**src/rtl/mem_pkg.sv**
```systemverilog
// mem_pkg: instruction ids, FSM encoding and access-width helpers for the load/store unit
package mem_pkg;

    localparam logic [5:0] ID_LB  = 6'h14;
    localparam logic [5:0] ID_LH  = 6'h15;
    localparam logic [5:0] ID_LW  = 6'h16;
    localparam logic [5:0] ID_LBU = 6'h17;
    localparam logic [5:0] ID_LHU = 6'h18;
    localparam logic [5:0] ID_SB  = 6'h19;
    localparam logic [5:0] ID_SH  = 6'h1A;
    localparam logic [5:0] ID_SW  = 6'h1B;

    typedef enum logic [1:0] {
        S_IDLE = 2'd0,
        S_REQ  = 2'd1,
        S_FIN  = 2'd2
    } state_e;

    typedef enum logic [1:0] {
        W_BYTE = 2'd0,
        W_HALF = 2'd1,
        W_WORD = 2'd2,
        W_NONE = 2'd3
    } width_e;

    // W_NONE doubles as the "not a memory instruction" marker
    function automatic width_e access_width(input logic [5:0] id);
        return (id == ID_LB || id == ID_LBU || id == ID_SB) ? W_BYTE :
               (id == ID_LH || id == ID_LHU || id == ID_SH) ? W_HALF :
               (id == ID_LW || id == ID_SW)                 ? W_WORD : W_NONE;
    endfunction

    function automatic logic is_store(input logic [5:0] id);
        return id == ID_SB || id == ID_SH || id == ID_SW;
    endfunction

    function automatic logic is_aligned(input width_e w, input logic [1:0] lo);
        return w == W_WORD ? lo == 2'b00 : w == W_HALF ? !lo[0] : 1'b1;
    endfunction

endpackage

```
**src/rtl/load_align.sv**
```systemverilog
// load_align: moves the addressed lane of the read word to bit 0 and extends it to 32 bits
module load_align
    import mem_pkg::*;
(
    input  logic [31:0] rdata_i,
    input  logic [1:0]  addr_lo_i,
    input  logic [5:0]  id_i,
    output logic [31:0] load_data_o
);

    logic [31:0] shifted;

    assign shifted = rdata_i >> {addr_lo_i, 3'b000};

    assign load_data_o = id_i == ID_LB  ? {{24{shifted[7]}}, shifted[7:0]}   :
                         id_i == ID_LH  ? {{16{shifted[15]}}, shifted[15:0]} :
                         id_i == ID_LBU ? {24'h0, shifted[7:0]}              :
                         id_i == ID_LHU ? {16'h0, shifted[15:0]}             :
                         id_i == ID_LW  ? shifted                            : 32'h0;

endmodule

```
**src/rtl/load_store_unit.sv**
```systemverilog
// load_store_unit: memory-stage FSM driving the data-memory req/ack bus with lane alignment
module load_store_unit
    import mem_pkg::*;
#(
    parameter int TIMEOUT = 16
) (
    input  logic        clk,
    input  logic        rst,
    input  logic        start,
    input  logic [5:0]  instr_id,
    input  logic [31:0] mem_addr,
    input  logic [31:0] store_data,
    input  logic [4:0]  rd_addr,
    output logic        busy,
    output logic        done,
    output logic        wb_en,
    output logic [4:0]  wb_rd_addr,
    output logic [31:0] load_data,
    output logic        misaligned,
    output logic        bus_err,
    output logic        dmem_req,
    output logic        dmem_we,
    output logic [31:0] dmem_addr,
    output logic [3:0]  dmem_wstrb,
    output logic [31:0] dmem_wdata,
    input  logic        dmem_ack,
    input  logic [31:0] dmem_rdata
);

    // wide enough that the all-ones saturation value is always at least TIMEOUT
    localparam int CW = $clog2(TIMEOUT + 2);

    state_e      state_q, state_d;
    logic [5:0]  id_q, id_d;
    logic [1:0]  lo_q, lo_d;
    logic [4:0]  rd_q, rd_d;
    logic [CW-1:0] cnt_q, cnt_d;
    logic        done_q, done_d;
    logic        wb_en_q, wb_en_d;
    logic        mis_q, mis_d;
    logic        err_q, err_d;
    logic [31:0] ld_q, ld_d;
    logic        req_q, req_d;
    logic        we_q, we_d;
    logic [31:0] addr_q, addr_d;
    logic [3:0]  wstrb_q, wstrb_d;
    logic [31:0] wdata_q, wdata_d;

    width_e      in_w;
    logic        in_valid;
    logic        in_ok;
    logic        in_st;
    logic [3:0]  in_wstrb;
    logic [31:0] in_wdata;
    logic        timeout;
    logic        ld_op;
    logic [31:0] aligned_data;

    load_align u_align (
        .rdata_i     (dmem_rdata),
        .addr_lo_i   (lo_q),
        .id_i        (id_q),
        .load_data_o (aligned_data)
    );

    // decode the incoming request into lane strobes and replicated store data
    always_comb begin
        in_w     = access_width(instr_id);
        in_valid = in_w != W_NONE;
        in_ok    = is_aligned(in_w, mem_addr[1:0]);
        in_st    = is_store(instr_id);
        in_wstrb = !in_st          ? 4'b0000 :
                   in_w == W_BYTE  ? 4'b0001 << mem_addr[1:0] :
                   in_w == W_HALF  ? (mem_addr[1] ? 4'b1100 : 4'b0011) : 4'b1111;
        in_wdata = !in_st          ? 32'h0 :
                   in_w == W_BYTE  ? {4{store_data[7:0]}} :
                   in_w == W_HALF  ? {2{store_data[15:0]}} : store_data;
    end

    assign timeout = TIMEOUT != 0 && cnt_q >= CW'(TIMEOUT);
    assign ld_op   = !is_store(id_q);

    // next state and registered outputs; completion flags default to a single-cycle pulse
    always_comb begin
        state_d = state_q;
        id_d    = id_q;
        lo_d    = lo_q;
        rd_d    = rd_q;
        cnt_d   = cnt_q;
        done_d  = 1'b0;
        wb_en_d = 1'b0;
        mis_d   = 1'b0;
        err_d   = 1'b0;
        ld_d    = 32'h0;
        req_d   = req_q;
        we_d    = we_q;
        addr_d  = addr_q;
        wstrb_d = wstrb_q;
        wdata_d = wdata_q;
        case (state_q)
            S_IDLE: begin
                if (start && in_valid) begin
                    id_d = instr_id;
                    lo_d = mem_addr[1:0];
                    rd_d = rd_addr;
                    if (!in_ok) begin
                        state_d = S_FIN;
                        done_d  = 1'b1;
                        mis_d   = 1'b1;
                    end else begin
                        state_d = S_REQ;
                        cnt_d   = '0;
                        req_d   = 1'b1;
                        we_d    = in_st;
                        addr_d  = {mem_addr[31:2], 2'b00};
                        wstrb_d = in_wstrb;
                        wdata_d = in_wdata;
                    end
                end
            end
            S_REQ: begin
                if (dmem_ack || timeout) begin
                    state_d = S_FIN;
                    done_d  = 1'b1;
                    err_d   = !dmem_ack;
                    ld_d    = dmem_ack && ld_op ? aligned_data : 32'h0;
                    wb_en_d = dmem_ack && ld_op && rd_q != 5'd0;
                    req_d   = 1'b0;
                    we_d    = 1'b0;
                    addr_d  = 32'h0;
                    wstrb_d = 4'b0000;
                    wdata_d = 32'h0;
                end else begin
                    cnt_d = &cnt_q ? cnt_q : cnt_q + CW'(1);
                end
            end
            S_FIN: state_d = S_IDLE;
            default: state_d = S_IDLE;
        endcase
    end

    // state and output registers
    always_ff @(posedge clk) begin
        if (rst) begin
            state_q <= S_IDLE;
            id_q    <= 6'h0;
            lo_q    <= 2'b00;
            rd_q    <= 5'd0;
            cnt_q   <= '0;
            done_q  <= 1'b0;
            wb_en_q <= 1'b0;
            mis_q   <= 1'b0;
            err_q   <= 1'b0;
            ld_q    <= 32'h0;
            req_q   <= 1'b0;
            we_q    <= 1'b0;
            addr_q  <= 32'h0;
            wstrb_q <= 4'b0000;
            wdata_q <= 32'h0;
        end else begin
            state_q <= state_d;
            id_q    <= id_d;
            lo_q    <= lo_d;
            rd_q    <= rd_d;
            cnt_q   <= cnt_d;
            done_q  <= done_d;
            wb_en_q <= wb_en_d;
            mis_q   <= mis_d;
            err_q   <= err_d;
            ld_q    <= ld_d;
            req_q   <= req_d;
            we_q    <= we_d;
            addr_q  <= addr_d;
            wstrb_q <= wstrb_d;
            wdata_q <= wdata_d;
        end
    end

    assign busy       = state_q != S_IDLE;
    assign done       = done_q;
    assign wb_en      = wb_en_q;
    assign wb_rd_addr = rd_q;
    assign load_data  = ld_q;
    assign misaligned = mis_q;
    assign bus_err    = err_q;
    assign dmem_req   = req_q;
    assign dmem_we    = we_q;
    assign dmem_addr  = addr_q;
    assign dmem_wstrb = wstrb_q;
    assign dmem_wdata = wdata_q;

endmodule

```
**config.mk**
```make
export PLATFORM = sky130hd
export DESIGN_NAME = load_store_unit
export DESIGN_NICKNAME = d
export VERILOG_FILES = /design/src/rtl/mem_pkg.sv /design/src/rtl/load_align.sv /design/src/rtl/load_store_unit.sv
export SDC_FILE = /design/constraint.sdc
export NUM_CORES = 1
export LEC_CHECK = 0
export CAP_MARGIN = 5
export CORE_ASPECT_RATIO = 1.5
export CORE_MARGIN = 2
export CORE_UTILIZATION = 44
export DETAILED_ROUTE_END_ITERATION = 7
export PLACE_DENSITY_LB_ADDON = 0.3
export SYNTH_ARGS = -nofsm -noshare
export SYNTH_HDL_FRONTEND = slang
export SYNTH_HIERARCHICAL = 1
export SYNTH_SLANG_ARGS = --single-unit
```
**constraint.sdc**
```tcl
create_clock -name clk -period 2.76 [get_ports clk]
set_clock_uncertainty 0.15 [all_clocks]
set_input_delay 0.69 -clock clk [delete_from_list [all_inputs] [get_ports clk]]
set_output_delay 0.69 -clock clk [all_outputs]
set_load 0.1 [all_outputs]
```
### Word level (Yosys, flattened, before mapping)

Index checks and enable logic that the tools add are counted.
W data, S select, Z words.

| storage, ports and cells | value |
|---|---|
| register bits after elaboration | 126 |
| input bits | 111 |
| output and inout bits | 112 |
| word-level logic and storage cells | 126 |

| operators by class | value |
|---|---|
| $add $sub $neg | 1 |
| magnitude comparators | 1 |
| equal/unequal tests | 25 |
| shift-type cells | 2 |
| muxes and demuxes | 48 |
| bitwise gates (word level) | 4 |
| reductions and logical operators | 30 |

Operators with widths:

| operator | count |
|---|---|
| $mux W32 | 13 |
| $pmux W32 S2 | 2 |
| $eq A6 B5 Y1 const B | 16 |
| $shr A32 B5 Y32 | 1 |
| $mux W4 | 7 |
| $mux W5 | 4 |
| $ne A2 B2 Y1 const B | 6 |
| $mux W1 | 11 |
| $logic_or A1 B1 Y1 | 10 |
| $mux W2 | 5 |
| $pmux W5 S2 | 1 |
| $reduce_and A5 Y1 | 2 |
| $pmux W4 S2 | 1 |
| $logic_not A2 Y1 | 3 |
| $pmux W1 S2 | 3 |
| $add A5 B1 Y5 const B | 1 |
| $ge A5 B5 Y1 const B | 1 |
| $reduce_bool A5 Y1 | 1 |
| $eq A2 B1 Y1 const B | 2 |
| $not A1 Y1 | 4 |
| $pmux W2 S2 | 1 |
| $reduce_and A2 Y1 | 2 |
| $reduce_and A4 Y1 | 1 |
| $reduce_bool A2 Y1 | 2 |
| 7 further kinds | 11 |

### Depth between registers and ports, before layout

| depth | value |
|---|---|
| depth in word-level cells | 12 |
| gate-level depth with buffers | 8 |
| depth with buffers taken out | 8 |

### Hierarchy

The synthesis kept the hierarchy.

Modules (own cells, without submodules):

| module | times used | cells each | area each (um^2) | seq. area each (um^2) |
|---|---|---|---|---|
| load_store_unit | 1 | 512 | 4918.5 | 2482.4 |
| load_align | 1 | 119 | 874.6 | 0.0 |

### Least setup slack after synthesis

OpenSTA, ideal clock, no wires.

| timing | value |
|---|---|
| path type | input -> register |
| start | in instr_id[3] |
| end | reg cnt_q[3] |
| setup time | 87 ps |
| arrival | 2273 ps |
| required time | 2523 ps |
| path slack | 250 ps |
| stages | 7 |
| buffers on the path | 2 |
| path through | buf_4 > and4bb_4 > o2111ai_1 > a21oi_2 > buf_6 > or4_4 > a221oi_2 |

| on the way | value |
|---|---|
| longest elaborated chain between the ends | 10 |
| elaborated cells between the ends (all ways) | 25 |
| those cells by class | eq/ne (13); mux (5); reduce/logical (7) |

RTL lines:

| element | RTL line | source |
|---|---|---|
| start: declaration | load_store_unit.sv:10 | `input logic [5:0] instr_id,` |
| $eq A6 B5 Y1, on equally long branches | mem_pkg.sv:30, mem_pkg.sv:29 |  |
| $logic_or A1 B1 Y1, on equally long branches | mem_pkg.sv:30, mem_pkg.sv:29 |  |
| $mux W1 or $logic_or A1 B1 Y1 (tied branches) | mem_pkg.sv:30, mem_pkg.sv:29 |  |
| $mux W2 | mem_pkg.sv:29 | `(id == ID_LH \|\| id == ID_LHU \|\| id == ID_SH) ? W_HALF :` |
| $mux W2 * | mem_pkg.sv:28 | `return (id == ID_LB \|\| id == ID_LBU \|\| id == ID_SB) ? W_BYTE :` |
| $eq A2 B1 Y1 | mem_pkg.sv:38 | `return w == W_WORD ? lo == 2'b00 : w == W_HALF ? !lo[0] : 1'b1;` |
| $mux W1 (2 in a row) | mem_pkg.sv:38 |  |
| $ne A2 B2 Y1 (no line) | -- |  |
| $reduce_and A5 Y1 (no line) * | -- |  |
| end signal: assignment | load_store_unit.sv:165 | `cnt_q <= cnt_d;` |
| end: declaration | load_store_unit.sv:37 | `logic [CW-1:0] cnt_q, cnt_d;` |

Every way passes the cells marked *; elsewhere a longest branch is shown, timed or not.
A chain may end at the register's enable or synchronous reset.

### Worst setup path in the final report

| timing | value |
|---|---|
| start | in instr_id[3] |
| end | reg wdata_q[30] (netlist: dmem_wdata[30]) |

| on the way | value |
|---|---|
| longest elaborated chain between the ends | 12 |
| elaborated cells between the ends (all ways) | 34 |
| those cells by class | eq/ne (13); mux (11); reduce/logical (10) |

RTL lines:

| element | RTL line | source |
|---|---|---|
| $eq A6 B5 Y1, on equally long branches | mem_pkg.sv:30, mem_pkg.sv:29, mem_pkg.sv:34 |  |
| $logic_or A1 B1 Y1, on equally long branches | mem_pkg.sv:30, mem_pkg.sv:29 |  |
| $mux W1 or $logic_or A1 B1 Y1 (tied branches) | mem_pkg.sv:30, mem_pkg.sv:29 |  |
| $mux W2 | mem_pkg.sv:29 |  |
| $mux W2 | mem_pkg.sv:28 |  |
| $eq A2 B1 Y1 | mem_pkg.sv:38, load_store_unit.sv:77 |  |
| $mux W32 | load_store_unit.sv:77 | `in_w == W_HALF ? {2{store_data[15:0]}} : store_data;` |
| $mux W32 | load_store_unit.sv:76 | `in_w == W_BYTE ? {4{store_data[7:0]}} :` |
| $mux W32 | load_store_unit.sv:75 | `in_wdata = !in_st ? 32'h0 :` |
| $mux W32 | load_store_unit.sv:106 | `if (!in_ok) begin` |
| $mux W32 | load_store_unit.sv:102 | `if (start && in_valid) begin` |
| $pmux W32 S2 | load_store_unit.sv:100 | `case (state_q)` |
| end signal: assignment | load_store_unit.sv:175 | `wdata_q <= wdata_d;` |
| end: declaration | load_store_unit.sv:47 | `logic [31:0] wdata_q, wdata_d;` |

Several ways; a longest one is shown, not always the timed one. The select of a mux whose other input is x is not followed.

==> parameters.txt <==
Parameter                              Value

Timing
  Max transition margin ... 0.454
  Final hold slack ... between 0.3 and 0.4 ns
  Setup TNS ... 0 ns
  Clock period minus worst slack ... 2.62 ns
  Max-slew violation count ... 0
  RSZ-0062 raised after global routing ... no
  Highest Clock Rate ... 382 MHz
  Final hold vios ... 0
  Measured slew at the worst slew-check pin ... between 0.8 and 0.9 ns
  Final setup margin ... between 0.1 and 0.15 ns
  Setup-violating endpoint count in the final report ... 0
  Fin crit share ... 0.950

Floorplanning
  Ports ... 223
  Die height ... ~140 um
  Initial core utilization ... 0.447
  Width of the die ... ~98 um
  Cell row count ... 51
  Total die area ... roughly 14000 um^2
  Standard cell core area ... 13000 um^2

Flow run
  Max_cap viols ... 0

CTS
  H-tree depth reported by CTS ... 4
  Root buffer selected by CTS ... sky130_fd_sc_hd__clkbuf_16
  Post-CTS sizing ... 0
  Total clock buffers created by CTS ... 17
  Worst-skew pair later-pin latency ... a little over 0.4 ns
  Quantity of hold-fixing buffers added after cts ... 0
  Post-CTS Setup Bufs ... 0
  Clock-pin transition on the worst setup and hold timing paths ... 0.06 ns
  TritonCTS Sinks ... around 120
  TritonCTS clock tree ... built
  Maximum number of buffers from clock root to sink ... 2

Placed design
  Placer's final routability congestion estimate ... between 0.8 and 0.9
  Placed insts ... 1009
  Total half-perimeter wirelength after legalization and detailed placement ... between 10 and 15 mm
  Total placed instance area ... just over 8000 um^2
  Total of buffers placed on input and output ports ... 220
  Dpl ws ... -0.281 ns

Global route
  Pin count of the biggest net entering global routing ... 38
  First-pass GRT wire length ... ~28 mm
  Number of antenna violations at the first check in global routing ... 0
  GRT Resource Usage Total ... 0.242
  Total gr overflow ... 0
  Vias in the first global route ... between 5000 and 6000

Run status
  Run status ... completed

Synthesis
  Most common cell in the netlist ... sky130_fd_sc_hd__dfxtp_1
  Cell taking the most area after synthesis ... sky130_fd_sc_hd__dfxtp_1
  Most frequent cells after synthesis ... sky130_fd_sc_hd__dfxtp_1, sky130_fd_sc_hd__a21oi_1, sky130_fd_sc_hd__o21ai_0
  Yosys top cell area share ... 0.429
  Number of unique standard cell types used by synthesis ... 67
  FFs w/ async S/R, synth ... 0
  Flip-flop cell with the highest count after synthesis ... sky130_fd_sc_hd__dfxtp_1
  Number of instances in the synthesized netlist ... around 630
  Area contributors post-synth ... sky130_fd_sc_hd__dfxtp_1, sky130_fd_sc_hd__a21oi_1, sky130_fd_sc_hd__a22o_1
  Average instance area after synthesis ... 9.18 um^2
  Post-synthesis cell area ... roughly 5800 um^2
  Synthesis Warnings ... 6
  Number of synthesized register bits ... around 120
  Sequential fraction of the synthesis area ... 0.429
  Number of synthesized flops with an enable pin ... 0

Power and ir drop
  Power density relative to cell area ... 525 nW/um^2
  Worst IR Drop VDD ... roughly 430 uV
  Leakage power ... between 3 and 4 nW
  Total power draw ... about 4.6 mW

Worst setup path
  Classification of the worst setup path ... in2reg
  Data arrival, critical path ... between 2 and 3 ns
  Endpoint class of the critical path ... register
  Crit start category ... primary input
  Kind of cell adding the most delay to the critical path ... buffers and inverters
  Data required time of the worst path ... 2.96 ns
  Cell Chain, Critical Path ... clkdlybuf4s50_1 -> buf_4 -> xor2_2 -> a41oi_2 -> a21o_1 -> buf_12 -> nor4_4 -> buf_4 -> a22o_1
  Critical path's slowest cell ... sky130_fd_sc_hd__clkdlybuf4s50_1
  Buffers and inverters on the worst path ... 4
  Delay of the slowest cell on the worst path ... around 0.60 ns
  Crit path top cell by count ... sky130_fd_sc_hd__buf_4
  Crit Path Max Fanout ... 23

Final layout
  Design Area, Final ... around 8700 um^2
  Share of post-route cells with drive strength above 1 ... 0.262
  Area growth from synthesis to layout ... 51.0%
  Layout Cells excl Fill ... about 1000
  Number of nets in the layout ... 983
  Final-layout fill cell count ... between 1000 and 1500
  Antenna Cells ... 0
  Utilization after layout ... 0.675

Route
  Total met2 wirelength after detailed routing ... around 9.6 mm
  Total DRC errors in the routed layout ... 0
  Vias after detailed routing ... between 5000 and 6000
  Met1 routed wirelength after detailed routing ... ~6.7 mm
  Drt first-iter violations ... roughly 180
  First-pass iteration count of the detailed router ... 4
  Mean number of vias per cell ... around 5.6
  ANT nets after route ... 0
  WL/cell ... ~17 um
  Total Routed Length ... 18.0 mm
  Top Layer Used ... met4
  Wire length on met3 ... 1.14 mm

Hold path
  Worst min path class ... reg2reg
[path summary, 6_finish.rpt]
kind / startpoint / endpoint / slack [ns] / cells past startpoint
max: instr_id[3] / dmem_wdata[30] / 0.14 / 9
min: dmem_addr[5] / dmem_addr[5] / 0.33 / 1
max reg2reg: cnt_q[0] / cnt_q[3] / 0.53 / 7
min reg2reg: dmem_addr[5] / dmem_addr[5] / 0.33 / 1
[metal layers]
layer	vias up	global-route usage
met5	-	0
met4	0	0.107
met3	36	0.0541
met2	226	0.446
met1	2772	0.265
li1	2806	-
[cells by family after synthesis]
group,Yosys count,share of synthesized area
AO/OA/AOI/OAI,222,0.263
AND/OR/NAND/NOR,166,0.172
adder cells (fa/ha/maj),2,0.00432
flip-flops,124,0.429
buffers and inverters,81,0.0654
XOR/XNOR,3,0.00583
multiplexers,32,0.0603
other,1,0.000647
[flip-flops by register name, summed over array words and instances, names as in the netlist]
| signal | count |
|---|---|
| bus_err | 1 |
| dmem_wstrb | 4 |
| dmem_addr | 30 |
| wb_en | 1 |
| cnt_q | 5 |
| lo_q | 2 |
| done | 1 |
| wb_rd_addr | 5 |
| state_q | 2 |
| dmem_wdata | 32 |
| dmem_we | 1 |
| dmem_req | 1 |
| id_q | 6 |
| misaligned | 1 |
| load_data | 32 |
[power breakdown]
part | internal, mW | total (mW) | switching [mW]
combinational | 0.293 | 0.655 | 0.362
clock | 1.26 | 2.11 | 0.847
sequential | 1.81 | 1.83 | 0.0161
[area by class of cell]
class                           instances  area (um^2)  share of cell area
Multi-Input combinational cell        427         2950               0.337
Timing Repair Buffer                  280         2480               0.284
Sequential cell                       124         2480               0.284
Clock buffer                           19          443              0.0506
Tap cell                              159          199              0.0227
Clock inverter                         12          116              0.0133
Inverter                               20         75.1             0.00858
[layout by cell type (no fill, tap or decap), types with 3 or more instances in the layout]
master and n:
sky130_fd_sc_hd__mux2_2 9, sky130_fd_sc_hd__mux2i_1 21, sky130_fd_sc_hd__a21boi_0 3, sky130_fd_sc_hd__inv_6 3, sky130_fd_sc_hd__nor2_1 19, sky130_fd_sc_hd__o22ai_1 18, sky130_fd_sc_hd__o21a_1 8, sky130_fd_sc_hd__clkbuf_16 17
sky130_fd_sc_hd__nor3b_1 4, sky130_fd_sc_hd__o2111ai_1 10, sky130_fd_sc_hd__a211oi_1 16, sky130_fd_sc_hd__clkinvlp_4 5, sky130_fd_sc_hd__a22o_1 29, sky130_fd_sc_hd__a21o_1 3, sky130_fd_sc_hd__buf_4 161, sky130_fd_sc_hd__o31ai_1 5
sky130_fd_sc_hd__nand3b_1 9, sky130_fd_sc_hd__and2_1 36, sky130_fd_sc_hd__nand3_1 4, sky130_fd_sc_hd__dfxtp_1 124, sky130_fd_sc_hd__nor2b_1 13, sky130_fd_sc_hd__nand4_1 27, sky130_fd_sc_hd__nand2_1 32, sky130_fd_sc_hd__inv_1 20
sky130_fd_sc_hd__a21oi_1 55, sky130_fd_sc_hd__o21ai_0 50, sky130_fd_sc_hd__clkdlybuf4s50_1 109, sky130_fd_sc_hd__a2111o_1 3, sky130_fd_sc_hd__buf_12 9
(Power assumes the default switching activity.)
